==> src/rtl/idu_pkg.sv <==
// Shared IDU constants: immediate extension modes and skid-buffer state encoding.
package idu_pkg;

    localparam logic [2:0] EXT_I   = 3'b000;
    localparam logic [2:0] EXT_U   = 3'b001;
    localparam logic [2:0] EXT_S   = 3'b010;
    localparam logic [2:0] EXT_B   = 3'b011;
    localparam logic [2:0] EXT_J   = 3'b100;
    localparam logic [2:0] EXT_Z   = 3'b101;
    localparam logic [2:0] EXT_SH  = 3'b110;
    localparam logic [2:0] EXT_ILL = 3'b111;

    localparam logic [1:0] SKID_EMPTY = 2'd0;
    localparam logic [1:0] SKID_ONE   = 2'd1;
    localparam logic [1:0] SKID_TWO   = 2'd2;

endpackage

==> src/rtl/imm_extract.sv <==
// Combinational RISC-V immediate extraction and extension to XLEN bits.
module imm_extract #(
    parameter int XLEN = 32
) (
    input  logic [31:0]     inst,
    input  logic [2:0]      ext_opt,
    output logic [XLEN-1:0] imm,
    output logic            illegal
);
    import idu_pkg::*;

    // Every mode is assembled at 64 bits and narrowed, so XLEN=32 and 64 share one table.
    logic [63:0] w_full;
    logic        w_unused;

    // Mode-driven field selection with sign or zero extension.
    always_comb begin
        w_full  = '0;
        illegal = 1'b0;
        case (ext_opt)
            EXT_I:  w_full = {{52{inst[31]}}, inst[31:20]};
            EXT_U:  w_full = {{32{inst[31]}}, inst[31:12], 12'b0};
            EXT_S:  w_full = {{52{inst[31]}}, inst[31:25], inst[11:7]};
            EXT_B:  w_full = {{51{inst[31]}}, inst[31], inst[7], inst[30:25], inst[11:8], 1'b0};
            EXT_J:  w_full = {{43{inst[31]}}, inst[31], inst[19:12], inst[20], inst[30:21], 1'b0};
            EXT_Z:  w_full = {59'b0, inst[19:15]};
            EXT_SH: begin
                if (XLEN == 64) w_full = {58'b0, inst[25:20]};
                else            w_full = {59'b0, inst[24:20]};
            end
            EXT_ILL: illegal = 1'b1;
            default: illegal = 1'b1;
        endcase
    end

    assign imm      = w_full[XLEN-1:0];
    // Opcode bits and, for XLEN=32, the upper half never reach the output.
    assign w_unused = ^{inst[6:0], w_full};

endmodule

==> src/rtl/imm_gen_stage.sv <==
// Registered immediate generator: extract/extend, precompute pc+imm, hand off via skid buffer.
module imm_gen_stage #(
    parameter int XLEN = 32,
    parameter int SKID = 1
) (
    input  logic            clock,
    input  logic            reset,
    input  logic            in_valid,
    output logic            in_ready,
    input  logic [31:0]     in_inst,
    input  logic [2:0]      in_ext_opt,
    input  logic [XLEN-1:0] in_pc,
    output logic            out_valid,
    input  logic            out_ready,
    output logic [XLEN-1:0] out_imm,
    output logic [XLEN-1:0] out_pc,
    output logic [XLEN-1:0] out_target,
    output logic            out_illegal
);
    import idu_pkg::*;

    localparam int PW = 3 * XLEN + 1;

    logic [XLEN-1:0] w_imm;
    logic            w_illegal;
    logic [XLEN-1:0] w_target;
    logic [PW-1:0]   w_in_pay;
    logic [PW-1:0]   w_out_pay;

    imm_extract #(.XLEN(XLEN)) u_extract (
        .inst    (in_inst),
        .ext_opt (in_ext_opt),
        .imm     (w_imm),
        .illegal (w_illegal)
    );

    // Carry-out is dropped: the target wraps modulo 2^XLEN.
    assign w_target = in_pc + w_imm;
    assign w_in_pay = {w_illegal, w_target, in_pc, w_imm};
    assign {out_illegal, out_target, out_pc, out_imm} = w_out_pay;

    generate
        if (SKID != 0) begin : g_skid
            logic [1:0]    r_state;
            logic          r_in_ready;
            logic [PW-1:0] r_head;
            logic [PW-1:0] r_skid;
            logic          w_acc;
            logic          w_drn;

            assign w_acc     = in_valid && r_in_ready;
            assign w_drn     = (r_state != SKID_EMPTY) && out_ready;
            assign in_ready  = r_in_ready;
            assign out_valid = (r_state != SKID_EMPTY);
            assign w_out_pay = r_head;

            // Two-entry skid: head drives the outputs, skid absorbs the word that
            // arrives in the cycle the registered in_ready could not yet drop.
            always_ff @(posedge clock) begin
                if (reset) begin
                    r_state    <= SKID_EMPTY;
                    r_in_ready <= 1'b0;
                    r_head     <= '0;
                    r_skid     <= '0;
                end else begin
                    r_in_ready <= 1'b1;
                    case (r_state)
                        SKID_EMPTY: begin
                            if (w_acc) begin
                                r_head  <= w_in_pay;
                                r_state <= SKID_ONE;
                            end
                        end
                        SKID_ONE: begin
                            if (w_acc && w_drn) begin
                                r_head <= w_in_pay;
                            end else if (w_acc) begin
                                r_skid     <= w_in_pay;
                                r_state    <= SKID_TWO;
                                r_in_ready <= 1'b0;
                            end else if (w_drn) begin
                                r_state <= SKID_EMPTY;
                            end
                        end
                        SKID_TWO: begin
                            r_in_ready <= w_drn;
                            if (w_drn) begin
                                r_head  <= r_skid;
                                r_state <= SKID_ONE;
                            end
                        end
                        default: r_state <= SKID_EMPTY;
                    endcase
                end
            end
        end else begin : g_single
            logic          r_valid;
            logic [PW-1:0] r_head;

            assign in_ready  = !reset && (!r_valid || out_ready);
            assign out_valid = r_valid;
            assign w_out_pay = r_head;

            // Single output register; refilled in the same cycle it drains.
            always_ff @(posedge clock) begin
                if (reset) begin
                    r_valid <= 1'b0;
                    r_head  <= '0;
                end else if (in_valid && in_ready) begin
                    r_valid <= 1'b1;
                    r_head  <= w_in_pay;
                end else if (r_valid && out_ready) begin
                    r_valid <= 1'b0;
                end
            end
        end
    endgenerate

endmodule

==> config.mk <==
export PLATFORM = sky130hd
export DESIGN_NAME = imm_gen_stage
export DESIGN_NICKNAME = d
export VERILOG_FILES = /design/src/rtl/idu_pkg.sv /design/src/rtl/imm_extract.sv /design/src/rtl/imm_gen_stage.sv
export SDC_FILE = /design/constraint.sdc
export NUM_CORES = 1
export LEC_CHECK = 0
export BUFFER_PORTS_ARGS = -buffer_cell sky130_fd_sc_hd__buf_4
export CORE_MARGIN = 5
export CORE_UTILIZATION = 40
export DETAILED_ROUTE_END_ITERATION = 6
export SLEW_MARGIN = 10
export SYNTH_ARGS = -nofsm -noshare
export SYNTH_HDL_FRONTEND = slang
export SYNTH_SLANG_ARGS = --single-unit
==> constraint.sdc <==
create_clock -name clock -period 4.2 [get_ports clock]
set_input_delay 0.84 -clock clock [delete_from_list [all_inputs] [get_ports clock]]
set_output_delay 0.84 -clock clock [all_outputs]
set_load 0.1 [all_outputs]
==> reports/metrics.sh <==
COMBINATIONAL_FAMILY_WITH_THE_MOST_AREA_AFTER_SYNTHESIS='compound AO/OA/AOI/OAI gates'
WORSTSETUPPATHTYPE='input port to flip-flop'
SHARE_COMB_OF_TOTAL_POWER=0.572
CLOCK_NETWORK_LATENCY_TO_THE_LATER_PIN_OF_THE_WORST_SKEW_PAIR_PS=430
PORT_BUFFERS=162
CTS.SINK_COUNT=197
PIN_COUNT=170
MAXCAPVIOLCOUNT=0
GLOBALPLACE.CONGESTION=0.906
CLOCKPOWERSHARE=0.164
ANTENNA_VIOLATING_NETS_POST_ROUTE=0
FLOORPLAN.DIE_AREA_UM2=28900
PATH_CATEGORY_OF_THE_WORST_MIN_DELAY_CHECK='flip-flop to flip-flop'
WARNINGS_SYNTHESIS=0
FP.DIEW_UM=170
CP_MAX_FO=10
YS_FF_LATCH=197
SEQ_POWER_SHARE=0.264
SETUP_VIOLATIONS=0
CTS_BUFFERS=17
WHS_ENDPOINT='g_skid.r_skid[81]'
HOLD_VIOL=0
CRITICAL_PATH.REG2REG.STARTPOINT='g_skid.r_state[0]'
SYNTH.TOP_CELL.AREA_SHARE=0.385
WL_PER_CELL_UM=17.2
TIMING.RR.END='g_skid.r_head[95]'
FILLER_CELL_COUNT_IN_THE_FINAL_LAYOUT=2509
ROUTED_VIA_DENSITY=5.41
DIE-HEIGHT_UM=170
REGISTER_AREA_UM2=3940
TIMING.SLEW.HEADROOM=0.366
SWSHARE=0.546
FF2FF_SETUP_SLACK_PS=1160
SYNTH_SEQUENTIAL_AREA_RATIO=0.385
MAIN_FLOP_TYPE_AFTER_SYNTHESIS='sky130_fd_sc_hd__dfxtp_1'
SYNTH-EDFF-COUNT=0
TIGHTESTPINTRANSITION_PS=951
VDD_DROP_MAX_mV=0.595
PLACEMENTROWS=58
INITIAL_CORE_UTIL=0.407
WORSTHOLDSTART='g_skid.r_skid[81]'
TIMING.SETUP.TNS_PS=0
POSTSYNTH.ASYNCRESETSHARE=0
REG2REG_DEPTH=11
FINALNETCOUNT=1607
DRIVE_ABOVE_1_SHARE=0.199
GRT-OVFL-TOTAL=0
POWER_SWITCHING_uW=5440
MOSTFREQUENTLAYOUTCELL='sky130_fd_sc_hd__buf_4'
MULTI_INPUT_GATE_AREA_UM2=5810
GRTUSAGETOTAL=0.214
LAYOUT-AREA-OVERHEAD-VS-SYNTH_PCT=25.0
SYNTH_XOR_AREA_FRAC=0.0214
GRT_MAX_DEGREE=139
FIN_WORST_SKEW_PS=8.00
CP_DATA_REQUIRED_TIME_PS=4550
DRCVIOLATIONCOUNT=0
CLOCK_TREE.BUFFER_DEPTH=2
VIA_COUNT_OF_THE_FIRST_GLOBAL_ROUTING_PASS=9295
COMPOUND_GATE_PORTION_OF_THE_SYNTHESIZED_AREA=0.248
CTS_POST_SETUP_BUFFERS_INSERTED=0
OUTCOME='finished, final reports clean'
SYNTH_AREA_PER_CELL_UM2=7.72
WORSTHOLDPATHCELLS=2
DETAIL_ROUTE.FIRST_PASS.ITERATIONS=5
SYNTHMUXAREASHARE=0.0459
GRT_ANTENNA_BEFORE_REPAIR=0
MAPPED_NETS=1434
FMAX_MHz=268
CTS_REPAIR_RESIZE_COUNT=0
VIAS=9973
CTS.HOLD.BUFFERS_ADDED=0
TOTALPOWERFINAL_uW=9960
INSERTEDDIODECOUNT=0
YOSYS.AREA_SHARE.SIMPLE=0.205
WORSTSETUPENDPOINTTYPE='flip-flop'
FINALCRITPERIODSHARE=0.889
MAPPEDNETLISTAREA_UM2=10200
PLACEABLECOREAREA_UM2=25200
GRT_SETUP_UNREPAIRED='false'
CTS-ROOT-BUF='sky130_fd_sc_hd__clkbuf_16'
FINALWIRELENGTH_UM=31700
LEAKAGE_COMPONENT_OF_THE_POWER_uW=0.00514
TIMING_MAX_TRANSITION_VIOLATIONS_FINAL=0
POWERDENSITY_nW_PER_UM2=777
DRT_ITER0_MARKERS=648
POST-DP-HPWL_UM=23000
COMMONEST_CELLS_AFTER_ROUTING_FILL_AND_TAPS_ASIDE='sky130_fd_sc_hd__buf_4, sky130_fd_sc_hd__nand2_1, sky130_fd_sc_hd__dfxtp_1'
INTPOWER_uW=4520
MIN_PERIOD_PS=3730
CTS_TREE='done'
SYNTHDOMINANTAREACELLTYPE='sky130_fd_sc_hd__dfxtp_1'
SYNTH_CELL_TYPES=65
STARTPOINT_TYPE='input port'
GLOBAL_ROUTE_WIRE_LENGTH_BEFORE_REPAIR_UM=50200
SYNTHADDERAREAFRAC=0.0447
POST_SYNTH_MAIN_AREA_CONTRIBUTORS='sky130_fd_sc_hd__dfxtp_1, sky130_fd_sc_hd__nand2_1, sky130_fd_sc_hd__a21oi_1'
CP_DATA_ARRIVAL_TIME_PS=4080
NETLIST_INSTANCES=1327
PATH_CLK_SLEW_PS=70
CTSHTREEMAXLEVEL=4
[final cells by class]
cell class | count | area share
Tap cell | 330 | 0.0322
Timing Repair Buffer | 253 | 0.152
Clock buffer | 17 | 0.0332
Clock inverter | 14 | 0.0114
Multi-Input combinational cell | 1000 | 0.454
Sequential cell | 197 | 0.308
Inverter | 31 | 0.00909
[stage by stage]
step | instances | hold WS [ps] | utilization | worst slack (ps) | area, um^2
final | 1842 | 451 | 0.509 | 466 | 12800
after global routing | 1842 | 467 | 0.509 | 198 | 12800
after CTS | 1842 | 454 | 0.509 | 472 | 12800
after detailed placement | 1811 | 439 | 0.486 | 37.0 | 12200
after global placement | 1811 | 430 | 0.486 | 109 | 12200
after floorplan | 1327 | 418 | - | 485 | 10200
[worst max-delay path: stages]
cell	delay, ps
sky130_fd_sc_hd__buf_4	150
sky130_fd_sc_hd__inv_1	90
sky130_fd_sc_hd__nand2_1	70
sky130_fd_sc_hd__a311oi_1	320
sky130_fd_sc_hd__a31oi_1	150
sky130_fd_sc_hd__inv_1	90
sky130_fd_sc_hd__ha_1	180
sky130_fd_sc_hd__inv_1	60
sky130_fd_sc_hd__fa_1	410
sky130_fd_sc_hd__nand2b_1	190
sky130_fd_sc_hd__a21oi_1	230
sky130_fd_sc_hd__o21ai_1	100
sky130_fd_sc_hd__buf_4	160
sky130_fd_sc_hd__o221ai_1	290
sky130_fd_sc_hd__a21oi_1	170
sky130_fd_sc_hd__or4_1	490
sky130_fd_sc_hd__o211ai_1	100
[cell families (layout without fill, tap and decap cells)]
group,count (synthesis),in the layout
AOI/OAI and AO/OA,408,408
xor gates and xnor gates,25,25
adders and majority gates,36,36
buffers and inverters,130,315
DFF,197,197
muxes,47,47
and+or+nand+nor,484,484
[cell usage after synthesis, drive strengths merged, types with 3 or more instances]
cell and n:
mux2i 47, a31oi 8, dfxtp 197, nand2 245
a311oi 11, a211oi 69, nand4 11, o22ai 6
or3 14, nor4 3, buf 32, nand2b 17
and3 5, and2 10, a21o 12, o21ai 84
o211ai 16, a211o 3, inv 31, nor2 119
xor2 14, nor2b 6, and4 3, clkbuf 67
o21a 5, a21oi 158, o21bai 3, xnor2 11
ha 35, a221oi 10, o31a 3, nor3 23
nand3 18
[power by group through the flow]
| stage | clock network (uW) | registers [uW] | logic [uW] |
|---|---|---|---|
| CTS | 1660 | 2630 | 5740 |
| finish | 1630 | 2630 | 5700 |
| detailed placement | 0 | 2670 | 5720 |
| global placement | 0 | 2660 | 5670 |
| floorplan | 0 | 5350 | 1650 |
| global route | 1760 | 2690 | 6030 |
[registers in the layout (all words and copies together), names as in the netlist]
signal	cells
g_skid.r_skid	97
in_ready	1
g_skid.r_head	97
g_skid.r_state	2
[layer usage]
layer	GRT usage	routed length (um)	up-vias
li1	-	-	5036
met1	0.290	14500	4702
met2	0.356	15200	209
met3	0.0325	1430	26
met4	0.0569	575	0
met5	0	0	-
[worst max-delay path by stage]
stage	from	endpoint	slack, ps	depth (start not counted)
3_3_place_gp	in_ext_opt[2]	g_skid.r_skid[86]	110	17
2_1_floorplan	in_ext_opt[2]	g_skid.r_head[94]	490	16
6_report	in_ext_opt[2]	g_skid.r_skid[86]	470	17
3_5_place_dp	in_ext_opt[2]	g_skid.r_skid[86]	40	17
4_1_cts	in_ext_opt[2]	g_skid.r_skid[86]	470	17
5_1_grt	in_ext_opt[2]	g_skid.r_head[86]	200	18
No activity file was read; power rests on OpenSTA's default activity.
